--- config.mk ---
export PLATFORM = sky130hd
export DESIGN_NAME = cordic_share_arbiter_flat
export DESIGN_NICKNAME = d
export VERILOG_FILES = /design/src/rtl/cordic_share_arbiter_if.sv /design/src/rtl/cordic_share_arbiter.sv /design/src/flat_wrapper.sv
export SDC_FILE = /design/constraint.sdc
export NUM_CORES = 1
export LEC_CHECK = 0
export CAP_MARGIN = 5
export CORE_AREA = 2 2 197 199
export DETAILED_ROUTE_END_ITERATION = 10
export DIE_AREA = 0 0 199 201
export PLACE_DENSITY_LB_ADDON = 0.12
export SLEW_MARGIN = 30
export SYNTH_ARGS = -nofsm -noshare
export SYNTH_HDL_FRONTEND = slang
export SYNTH_SLANG_ARGS = --single-unit
--- constraint.sdc ---
create_clock -name clk -period 3.1 [get_ports clk]
set_clock_uncertainty 0.1 [all_clocks]
set_input_delay 0.62 -clock clk [delete_from_list [all_inputs] [get_ports clk]]
set_output_delay 0.62 -clock clk [all_outputs]
set_load 0.005 [all_outputs]
--- src/rtl/cordic_share_arbiter_if.sv ---
// cordic_share_arbiter_if: client and CORDIC-side signals of the shared CORDIC arbiter
// slave  : arbiter view (takes requests and CORDIC results, drives grants and CORDIC inputs)
// master : client/CORDIC view (drives requests, client operands and CORDIC results)
interface cordic_share_arbiter_if #(
    parameter int NUM_REQ     = 4,
    parameter int DATA_WIDTH  = 16,
    parameter int ANGLE_WIDTH = 16
);
    logic [NUM_REQ-1:0]            req, rel, gnt;
    logic [NUM_REQ-1:0]            cli_vec_en, cli_rot_en, cli_rot_micro;
    logic [NUM_REQ*DATA_WIDTH-1:0] cli_vec_xin, cli_vec_yin, cli_rot_xin, cli_rot_yin;
    logic [2*NUM_REQ-1:0]          cli_rot_quad;
    logic [NUM_REQ-1:0]            cli_vec_opvld, cli_rot_opvld;
    logic [DATA_WIDTH-1:0]         vec_xout, rot_xout, rot_yout;
    logic [ANGLE_WIDTH-1:0]        vec_angle;
    logic [1:0]                    vec_quad;
    logic                          cordic_vec_en, cordic_rot_en;
    logic [DATA_WIDTH-1:0]         cordic_vec_xin, cordic_vec_yin, cordic_rot_xin, cordic_rot_yin;
    logic [1:0]                    cordic_rot_quad_in;
    logic                          cordic_rot_angle_microRot_n;
    logic                          cordic_nrst;
    logic                          cordic_vec_opvld, cordic_rot_opvld;
    logic [DATA_WIDTH-1:0]         cordic_vec_xout, cordic_rot_xout, cordic_rot_yout;
    logic [ANGLE_WIDTH-1:0]        vec_angle_out;
    logic [1:0]                    vec_quad_in;
    logic                          busy;
    logic [2:0]                    owner_id;
    logic                          timeout_err;

    modport slave (
        input  req, rel, cli_vec_en, cli_rot_en, cli_rot_micro,
        input  cli_vec_xin, cli_vec_yin, cli_rot_xin, cli_rot_yin, cli_rot_quad,
        input  cordic_vec_opvld, cordic_rot_opvld, cordic_vec_xout, cordic_rot_xout,
        input  cordic_rot_yout, vec_angle_out, vec_quad_in,
        output gnt, cli_vec_opvld, cli_rot_opvld, vec_xout, vec_angle, vec_quad,
        output rot_xout, rot_yout, cordic_vec_en, cordic_rot_en,
        output cordic_vec_xin, cordic_vec_yin, cordic_rot_xin, cordic_rot_yin,
        output cordic_rot_quad_in, cordic_rot_angle_microRot_n, cordic_nrst,
        output busy, owner_id, timeout_err
    );

    modport master (
        output req, rel, cli_vec_en, cli_rot_en, cli_rot_micro,
        output cli_vec_xin, cli_vec_yin, cli_rot_xin, cli_rot_yin, cli_rot_quad,
        output cordic_vec_opvld, cordic_rot_opvld, cordic_vec_xout, cordic_rot_xout,
        output cordic_rot_yout, vec_angle_out, vec_quad_in,
        input  gnt, cli_vec_opvld, cli_rot_opvld, vec_xout, vec_angle, vec_quad,
        input  rot_xout, rot_yout, cordic_vec_en, cordic_rot_en,
        input  cordic_vec_xin, cordic_vec_yin, cordic_rot_xin, cordic_rot_yin,
        input  cordic_rot_quad_in, cordic_rot_angle_microRot_n, cordic_nrst,
        input  busy, owner_id, timeout_err
    );
endinterface

--- src/rtl/cordic_share_arbiter.sv ---
// cordic_share_arbiter: round-robin locked-grant sharing of one vectoring and one rotation CORDIC
// clk, rst : clock and asynchronous active-high reset
// bus      : slave side of cordic_share_arbiter_if (client requests/operands, grants,
//            CORDIC operand mux, CORDIC reset, gated valids, broadcast results, status)
module cordic_share_arbiter #(
    parameter int NUM_REQ      = 4,
    parameter int DATA_WIDTH   = 16,
    parameter int ANGLE_WIDTH  = 16,
    parameter int FLUSH_CYCLES = 2,
    parameter int TIMEOUT      = 1024
) (
    input logic                   clk,
    input logic                   rst,
    cordic_share_arbiter_if.slave bus
);
    localparam int IW = (NUM_REQ > 1) ? $clog2(NUM_REQ) : 1;
    localparam int FW = $clog2(FLUSH_CYCLES + 1);
    localparam int WW = $clog2(TIMEOUT + 1);

    typedef enum logic [1:0] {IDLE, FLUSH, GRANT, OWNED} state_t;

    state_t             state;
    logic [IW-1:0]      own, rr, pick, own_nxt;
    logic [FW-1:0]      fcnt;
    logic [WW-1:0]      wd;
    logic [NUM_REQ-1:0] req_rot;
    logic [1:0]         en_now, en_q;
    logic               owned, act, rel_own, wd_exp;

    // Rotate requests so bit k is client rr+k; the lowest set bit wins.
    always_comb begin
        req_rot = NUM_REQ'({bus.req, bus.req} >> rr);
        pick = rr;
        for (int k = NUM_REQ - 1; k >= 0; k--)
            if (req_rot[k]) pick = IW'((int'(rr) + k) % NUM_REQ);
    end

    assign owned   = (state == OWNED);
    assign own_nxt = (own == IW'(NUM_REQ - 1)) ? '0 : own + 1'b1;

    assign bus.cordic_vec_en  = owned ? bus.cli_vec_en[own] : 1'b0;
    assign bus.cordic_rot_en  = owned ? bus.cli_rot_en[own] : 1'b0;
    assign bus.cordic_vec_xin = owned ? bus.cli_vec_xin[own*DATA_WIDTH +: DATA_WIDTH] : '0;
    assign bus.cordic_vec_yin = owned ? bus.cli_vec_yin[own*DATA_WIDTH +: DATA_WIDTH] : '0;
    assign bus.cordic_rot_xin = owned ? bus.cli_rot_xin[own*DATA_WIDTH +: DATA_WIDTH] : '0;
    assign bus.cordic_rot_yin = owned ? bus.cli_rot_yin[own*DATA_WIDTH +: DATA_WIDTH] : '0;
    assign bus.cordic_rot_quad_in = owned ? bus.cli_rot_quad[own*2 +: 2] : '0;
    assign bus.cordic_rot_angle_microRot_n = owned ? bus.cli_rot_micro[own] : 1'b0;

    assign bus.cli_vec_opvld = bus.gnt & {NUM_REQ{bus.cordic_vec_opvld}};
    assign bus.cli_rot_opvld = bus.gnt & {NUM_REQ{bus.cordic_rot_opvld}};
    assign bus.vec_xout  = bus.cordic_vec_xout;
    assign bus.vec_angle = ANGLE_WIDTH'(bus.vec_angle_out);
    assign bus.vec_quad  = bus.vec_quad_in;
    assign bus.rot_xout  = bus.cordic_rot_xout;
    assign bus.rot_yout  = bus.cordic_rot_yout;
    assign bus.owner_id  = 3'(own);

    // Watchdog activity: any CORDIC valid or a fresh owner enable.
    assign en_now  = {bus.cordic_vec_en, bus.cordic_rot_en};
    assign act     = bus.cordic_vec_opvld | bus.cordic_rot_opvld | (|(en_now & ~en_q));
    assign rel_own = bus.rel[own] | ~bus.req[own];
    assign wd_exp  = (wd == WW'(TIMEOUT - 1)) & ~act;

    always_ff @(posedge clk or posedge rst) begin
        if (rst) begin
            state           <= IDLE;
            own             <= '0;
            rr              <= '0;
            fcnt            <= '0;
            wd              <= '0;
            en_q            <= '0;
            bus.gnt         <= '0;
            bus.busy        <= 1'b0;
            bus.timeout_err <= 1'b0;
            bus.cordic_nrst <= 1'b0;
        end else begin
            en_q            <= en_now;
            bus.timeout_err <= 1'b0;
            case (state)
                IDLE:
                    if (|bus.req) begin
                        own   <= pick;
                        fcnt  <= '0;
                        state <= FLUSH;
                    end
                FLUSH:
                    if (!bus.req[own]) begin
                        own   <= '0;
                        state <= IDLE;
                    end else if (fcnt == FW'(FLUSH_CYCLES - 1)) begin
                        bus.cordic_nrst <= 1'b1;
                        state           <= GRANT;
                    end else begin
                        fcnt <= fcnt + 1'b1;
                    end
                GRANT: begin
                    bus.gnt  <= NUM_REQ'(1) << own;
                    bus.busy <= 1'b1;
                    wd       <= '0;
                    state    <= OWNED;
                end
                OWNED:
                    // A real release takes precedence, so a coincident timeout raises no error.
                    if (rel_own || wd_exp) begin
                        bus.gnt         <= '0;
                        bus.busy        <= 1'b0;
                        bus.cordic_nrst <= 1'b0;
                        bus.timeout_err <= !rel_own;
                        rr              <= own_nxt;
                        own             <= '0;
                        wd              <= '0;
                        state           <= IDLE;
                    end else begin
                        wd <= act ? '0 : wd + 1'b1;
                    end
            endcase
        end
    end
endmodule

--- src/flat_wrapper.sv ---
// flat-port wrapper written by rule: the top's interface ports become plain ports
module cordic_share_arbiter_flat 
#(
    parameter int NUM_REQ      = 4,
    parameter int DATA_WIDTH   = 16,
    parameter int ANGLE_WIDTH  = 16,
    parameter int FLUSH_CYCLES = 2,
    parameter int TIMEOUT      = 1024
)
  (clk, rst, bus_req, bus_rel, bus_cli_vec_en, bus_cli_rot_en, bus_cli_rot_micro, bus_cli_vec_xin, bus_cli_vec_yin, bus_cli_rot_xin, bus_cli_rot_yin, bus_cli_rot_quad, bus_cordic_vec_opvld, bus_cordic_rot_opvld, bus_cordic_vec_xout, bus_cordic_rot_xout, bus_cordic_rot_yout, bus_vec_angle_out, bus_vec_quad_in, bus_gnt, bus_cli_vec_opvld, bus_cli_rot_opvld, bus_vec_xout, bus_vec_angle, bus_vec_quad, bus_rot_xout, bus_rot_yout, bus_cordic_vec_en, bus_cordic_rot_en, bus_cordic_vec_xin, bus_cordic_vec_yin, bus_cordic_rot_xin, bus_cordic_rot_yin, bus_cordic_rot_quad_in, bus_cordic_rot_angle_microRot_n, bus_cordic_nrst, bus_busy, bus_owner_id, bus_timeout_err);
  cordic_share_arbiter_if #(.NUM_REQ(NUM_REQ), .DATA_WIDTH(DATA_WIDTH), .ANGLE_WIDTH(ANGLE_WIDTH)) bus_i ();
  input logic clk;
  input logic rst;
  input wire logic [$bits(bus_i.req)-1:0] bus_req;
  input wire logic [$bits(bus_i.rel)-1:0] bus_rel;
  input wire logic [$bits(bus_i.cli_vec_en)-1:0] bus_cli_vec_en;
  input wire logic [$bits(bus_i.cli_rot_en)-1:0] bus_cli_rot_en;
  input wire logic [$bits(bus_i.cli_rot_micro)-1:0] bus_cli_rot_micro;
  input wire logic [$bits(bus_i.cli_vec_xin)-1:0] bus_cli_vec_xin;
  input wire logic [$bits(bus_i.cli_vec_yin)-1:0] bus_cli_vec_yin;
  input wire logic [$bits(bus_i.cli_rot_xin)-1:0] bus_cli_rot_xin;
  input wire logic [$bits(bus_i.cli_rot_yin)-1:0] bus_cli_rot_yin;
  input wire logic [$bits(bus_i.cli_rot_quad)-1:0] bus_cli_rot_quad;
  input wire logic [$bits(bus_i.cordic_vec_opvld)-1:0] bus_cordic_vec_opvld;
  input wire logic [$bits(bus_i.cordic_rot_opvld)-1:0] bus_cordic_rot_opvld;
  input wire logic [$bits(bus_i.cordic_vec_xout)-1:0] bus_cordic_vec_xout;
  input wire logic [$bits(bus_i.cordic_rot_xout)-1:0] bus_cordic_rot_xout;
  input wire logic [$bits(bus_i.cordic_rot_yout)-1:0] bus_cordic_rot_yout;
  input wire logic [$bits(bus_i.vec_angle_out)-1:0] bus_vec_angle_out;
  input wire logic [$bits(bus_i.vec_quad_in)-1:0] bus_vec_quad_in;
  output wire logic [$bits(bus_i.gnt)-1:0] bus_gnt;
  output wire logic [$bits(bus_i.cli_vec_opvld)-1:0] bus_cli_vec_opvld;
  output wire logic [$bits(bus_i.cli_rot_opvld)-1:0] bus_cli_rot_opvld;
  output wire logic [$bits(bus_i.vec_xout)-1:0] bus_vec_xout;
  output wire logic [$bits(bus_i.vec_angle)-1:0] bus_vec_angle;
  output wire logic [$bits(bus_i.vec_quad)-1:0] bus_vec_quad;
  output wire logic [$bits(bus_i.rot_xout)-1:0] bus_rot_xout;
  output wire logic [$bits(bus_i.rot_yout)-1:0] bus_rot_yout;
  output wire logic [$bits(bus_i.cordic_vec_en)-1:0] bus_cordic_vec_en;
  output wire logic [$bits(bus_i.cordic_rot_en)-1:0] bus_cordic_rot_en;
  output wire logic [$bits(bus_i.cordic_vec_xin)-1:0] bus_cordic_vec_xin;
  output wire logic [$bits(bus_i.cordic_vec_yin)-1:0] bus_cordic_vec_yin;
  output wire logic [$bits(bus_i.cordic_rot_xin)-1:0] bus_cordic_rot_xin;
  output wire logic [$bits(bus_i.cordic_rot_yin)-1:0] bus_cordic_rot_yin;
  output wire logic [$bits(bus_i.cordic_rot_quad_in)-1:0] bus_cordic_rot_quad_in;
  output wire logic [$bits(bus_i.cordic_rot_angle_microRot_n)-1:0] bus_cordic_rot_angle_microRot_n;
  output wire logic [$bits(bus_i.cordic_nrst)-1:0] bus_cordic_nrst;
  output wire logic [$bits(bus_i.busy)-1:0] bus_busy;
  output wire logic [$bits(bus_i.owner_id)-1:0] bus_owner_id;
  output wire logic [$bits(bus_i.timeout_err)-1:0] bus_timeout_err;
  assign bus_i.req = bus_req;
  assign bus_i.rel = bus_rel;
  assign bus_i.cli_vec_en = bus_cli_vec_en;
  assign bus_i.cli_rot_en = bus_cli_rot_en;
  assign bus_i.cli_rot_micro = bus_cli_rot_micro;
  assign bus_i.cli_vec_xin = bus_cli_vec_xin;
  assign bus_i.cli_vec_yin = bus_cli_vec_yin;
  assign bus_i.cli_rot_xin = bus_cli_rot_xin;
  assign bus_i.cli_rot_yin = bus_cli_rot_yin;
  assign bus_i.cli_rot_quad = bus_cli_rot_quad;
  assign bus_i.cordic_vec_opvld = bus_cordic_vec_opvld;
  assign bus_i.cordic_rot_opvld = bus_cordic_rot_opvld;
  assign bus_i.cordic_vec_xout = bus_cordic_vec_xout;
  assign bus_i.cordic_rot_xout = bus_cordic_rot_xout;
  assign bus_i.cordic_rot_yout = bus_cordic_rot_yout;
  assign bus_i.vec_angle_out = bus_vec_angle_out;
  assign bus_i.vec_quad_in = bus_vec_quad_in;
  assign bus_gnt = bus_i.gnt;
  assign bus_cli_vec_opvld = bus_i.cli_vec_opvld;
  assign bus_cli_rot_opvld = bus_i.cli_rot_opvld;
  assign bus_vec_xout = bus_i.vec_xout;
  assign bus_vec_angle = bus_i.vec_angle;
  assign bus_vec_quad = bus_i.vec_quad;
  assign bus_rot_xout = bus_i.rot_xout;
  assign bus_rot_yout = bus_i.rot_yout;
  assign bus_cordic_vec_en = bus_i.cordic_vec_en;
  assign bus_cordic_rot_en = bus_i.cordic_rot_en;
  assign bus_cordic_vec_xin = bus_i.cordic_vec_xin;
  assign bus_cordic_vec_yin = bus_i.cordic_vec_yin;
  assign bus_cordic_rot_xin = bus_i.cordic_rot_xin;
  assign bus_cordic_rot_yin = bus_i.cordic_rot_yin;
  assign bus_cordic_rot_quad_in = bus_i.cordic_rot_quad_in;
  assign bus_cordic_rot_angle_microRot_n = bus_i.cordic_rot_angle_microRot_n;
  assign bus_cordic_nrst = bus_i.cordic_nrst;
  assign bus_busy = bus_i.busy;
  assign bus_owner_id = bus_i.owner_id;
  assign bus_timeout_err = bus_i.timeout_err;
  cordic_share_arbiter #(.NUM_REQ(NUM_REQ), .DATA_WIDTH(DATA_WIDTH), .ANGLE_WIDTH(ANGLE_WIDTH), .FLUSH_CYCLES(FLUSH_CYCLES), .TIMEOUT(TIMEOUT)) u_core (.clk(clk), .rst(rst), .bus(bus_i));
endmodule
# Word-level counts from Yosys, hierarchy flattened
# Index checks and enable logic that the tools add are counted.
# totals
elab_cells,109
in_bits,354
n_memories,0
ram_bits,0
register_bits,28
mem_bits_ro,0
output_inout_bits,153
latchBits,0
# op_classes
n_eq_ne,13
n_lt_le_gt_ge,1
n_reduce_logical,15
mul,0
n_div,0
muxes,47
add_sub_neg,6
bitwise_logic,10
shift,7
# op_table
op,n
64-bit by 7-bit indexed part select with 16-bit output,4
16-bit 2-to-1 mux,4
2-bit 2-to-1 mux,15
11-bit 2-to-1 mux,2
11-bit case mux with 2 select lines,1
1-bit 2-to-1 mux,13
4-bit AND reduction,3
11-bit by 1-bit adder with 11-bit output (second input constant),1
11-bit by 10-bit equality test with 1-bit output (second input constant),1
1-bit binary-select mux with 2-bit select,5
4-bit AND,2
2-bit case mux with 4 select lines,1
4-bit case mux with 2 select lines,1
8-bit by 4-bit indexed part select with 2-bit output,1
8-bit by 2-bit right shift with 4-bit output,1
2-bit by 1-bit adder with 2-bit output (second input constant),3
2-bit equality test (second input constant),3
2-bit by 1-bit != test with 1-bit output (second input constant),3
2-bit != test (second input constant),3
2-bit case mux with 3 select lines,1
2-bit nonzero test,3
2-bit adder (second input constant),2
2-bit by 1-bit equality test with 1-bit output (second input constant),2
4-bit 2-to-1 mux,1
other kinds (18),23

# Logic depth before layout (Yosys ltp)
# logic_depth
ltp_word,11
ltp_mapped,7
depth_no_buf,6

# Least setup slack after synthesis
# No wires, ideal clock.
# synth_timing
path_type,register to output
from,register u_core.own[0]
to,output port bus_cordic_vec_xin[10]
t_required_ns,2.380
t_arrival_ns,1.884
stages_incl_launch_ff,6
n_path_buf,3
path_slack_ns,0.496
cell_sequence,dfrtp_1 > buf_2 > buf_2 > buf_1 > mux4_2 > and2_1
# synth_via
elab_chain_cells,2
# synth_lines
element,line,rtl
from (decl),cordic_share_arbiter.sv:23,"logic [IW-1:0] own, rr, pick, own_nxt;"
from (signal assigned),cordic_share_arbiter.sv:83,own <= pick;
64-bit by 7-bit indexed part select with 16-bit output,cordic_share_arbiter.sv:43,assign bus.cordic_vec_xin = owned ? bus.cli_vec_xin[own*DATA_WIDTH +: DATA_WIDTH] : '0;
16-bit 2-to-1 mux,cordic_share_arbiter.sv:43,
to (decl),flat_wrapper.sv:41,output wire logic [$bits(bus_i.cordic_vec_xin)-1:0] bus_cordic_vec_xin;
# Every way passes these cells.

# Worst setup path after layout
# layout_timing
from,register u_core.own[0]
to,output port bus_cordic_rot_xin[10]
# layout_via
elab_chain_cells,2
# layout_lines
element,line,rtl
64-bit by 7-bit indexed part select with 16-bit output,cordic_share_arbiter.sv:45,assign bus.cordic_rot_xin = owned ? bus.cli_rot_xin[own*DATA_WIDTH +: DATA_WIDTH] : '0;
16-bit 2-to-1 mux,cordic_share_arbiter.sv:45,
to (decl),flat_wrapper.sv:43,output wire logic [$bits(bus_i.cordic_rot_xin)-1:0] bus_cordic_rot_xin;
# Every way passes these cells.

==> flow_summary.ini <==
[critical_path]
crit_fanout = 48
startpoint = u_core.own[0]
path_class = reg2out
worstPathArrival_ns = 2.31
crit_required_ns = 2.38
r2r_start = u_core.own[0]
end_kind = output pin
cp-start-kind = flop
r2r_slack_ns = 0.54

[power]
ir_drop_mv = 0.2564
power.leakage_nw = 3.086
p_per_area_nw_per_um2 = 448.4

[sta]
fmax_mhz = 329.7
worstMarginPinSlew_ns = 0.7371
period_minus_slack_ns = 3.033
slew_violations = 0
finalWorstSetupSlack_ns = 0.06725
setup_violations = 0
whs_ns = 0.4253
tns_ns = 0
relSlewSlack_pct = 50.80
finalHoldViolations = 0
fin_crit_sh_pct = 97.83

[logic_synthesis]
synth_top_area_share_pct = 35.55
syn_area_um2 = 4308
syn_inst = 415
yosysTopAreaCell = mux4_2
synthTopCellsByArea = mux4_2 (36%), dfrtp_1 (16%), buf_4 (12%), and2_1 (11%), ha_1 (1.7%)
avgSynthCellArea_um2 = 10.38
netlist-cell-type-count = 54
synth-seq-cells = 28
yosysWarnings = 0
synth-seq-area-share_pct = 16.26
syn_nets = 775

[floorplan]
core_um2 = 38110
die_w_um = 199
rows = 72
initial_core_util_pct = 11.30
die_area_um2 = 40000
die_h_um = 201
ios = 507

[layout]
fin_area_um2 = 8386
multi_input_area_um2 = 2934
layout_commonest_cell = clkdlybuf4s50_1
drive_gt1_share_pct = 14.45
antennaDiodeCount = 0
ff_latch_area_um2 = 708.2
synthToLayoutAreaGrowth_pct = 94.66
finalNetCount = 1074
fillers = 4127
utilization_pct = 22.01
final_cell_mix = clkdlybuf4s50_1 (363), and2_1 (77), mux4_2 (68), dfrtp_1 (26), nor2_1 (16)

[clock_network]
clkSlewWorstSetupHoldPaths_ns = 0.07
cts_num_sinks = 28
h-tree-depth = 1
ctsLongestPathBuffers = 2
cts_tree = yes
postCtsSetupBuffers = 0
cts_buffers = 3
clock_latency_ns = 0.27
hold_buffers = 0
cts-root-buf = clkbuf_16

[min_path]
hp-start = u_core.bus.cordic_nrst
min_path_type = reg2reg

[detailed_routing]
wl_mm = 26.56
vias = 4565
wl_per_cell_um = 21.58
dr.pass1.iters = 4
ant_nets = 0
drt_iter0_markers = 136
drcViolationCount = 0
via_per_inst = 3.708

[global_route]
grt_overflow_total = 0
antenna_found_initial = 11
gr-usage-all-layers_pct = 12.85
grt_max_degree = 58
grt_pass1_wl_mm = 36.78
grt_pass1_vias = 5038

[placement]
port_buffers = 373
globalplace.congestion = 0.7320
place_ws_ns = 0.06848
dp.final_hpwl_mm = 23.18
placed_area_um2 = 8262

[run]
maxCapViolations = 0

[run_status]
status = finished, final reports clean
-- area by class of cell --
| cell class | instances | share of cell area (%) |
|---|---|---|
| sequential | 28 | 8.445 |
| clock buffer | 4 | 0.9400 |
| multi-input combinational | 280 | 34.99 |
| timing repair buffer | 389 | 47.36 |
| inverter | 12 | 0.5372 |
| tap | 518 | 7.729 |
-- registers in the layout, indices dropped and copies added (netlist names), named ones only --
register,flops
u_core.bus.busy,1
u_core.bus.cordic_nrst,1
u_core.bus.gnt,4
u_core.bus.timeout_err,1
u_core.en_q,2
u_core.fcnt,2
u_core.own,2
u_core.rr,2
u_core.state,1
u_core.wd,11
-- layer usage --
metal  global-route usage [%]  wire, µm  up-vias
li1                         -         -     2067
met2                    22.13     13120      241
met1                    13.49      9383     2204
met5                    2.346       241        -
met3                    8.266      3634       31
met4                   0.9595       183       22
-- what timing repair did --
| action | CTS | global route |
|---|---|---|
| pin swaps | 0 | 0 |
| gates resized for setup | 2 | 11 |
| setup endpoints to repair | 3 | 12 |
-- power by group --
group	switching [mW]	total [mW]	internal, mW
registers	0.0975	0.559	0.462
logic	1.17	2.89	1.72
clock network	0.134	0.311	0.177
total	1.40	3.76	2.36
-- critical path, stage by stage, from the launching register on --
cell and delay (ns):
dfrtp_4 0.47, buf_16 0.30, mux4_2 0.55, and2_1 0.17, clkdlybuf4s50_1 0.48
-- cell families after synthesis --
logic type | synth area share [%]
flops | 16.26
compound gates | 6.971
other cells | 0.08705
buf+inv | 15.66
simple gates | 21.23
mux | 37.44
fa+ha+maj | 1.743
xor+xnor | 0.6100
-- cells in the mapped netlist, drive strengths merged --
cell	number
and4	1
or2	3
nand3	7
nor4bb	2
o2bb2ai	2
or4	1
a32oi	1
mux2i	1
ha	6
a32o	1
a221o	4
nor2	16
o21ai	11
a311oi	1
or3	1
a22o	3
a21o	1
a31oi	2
nand4	1
nand2b	5
a21oi	4
nor3	4
xnor2	3
o22ai	2
a21boi	1
nand2	14
and2	78
clkbuf	16
mux2	6
nor4b	1
conb	1
mux4	68
o21bai	1
and3	7
and4b	2
inv	12
o31ai	3
dfrtp	28
buf	79
a21bo	1
a22oi	1
a222oi	1
nor4	2
nor2b	10
-- worst paths after layout --
kind,endpoint,depth (start not counted)
max,bus_cordic_rot_xin[10],4
min,u_core.bus.cordic_nrst,2
max reg2reg,u_core.wd[4],6
min reg2reg,u_core.bus.cordic_nrst,2
max in group asynchronous,u_core.wd[8],3
min in group asynchronous,u_core.bus.timeout_err,2
-- stage by stage --
step	cells	power [mW]
after floorplan	415	2.090
after global placement	1227	3.561
after detailed placement	1227	3.542
after CTS	1231	3.875
after global routing	1231	4.051
final	1231	3.760
Power figures use the tool's default switching activity.
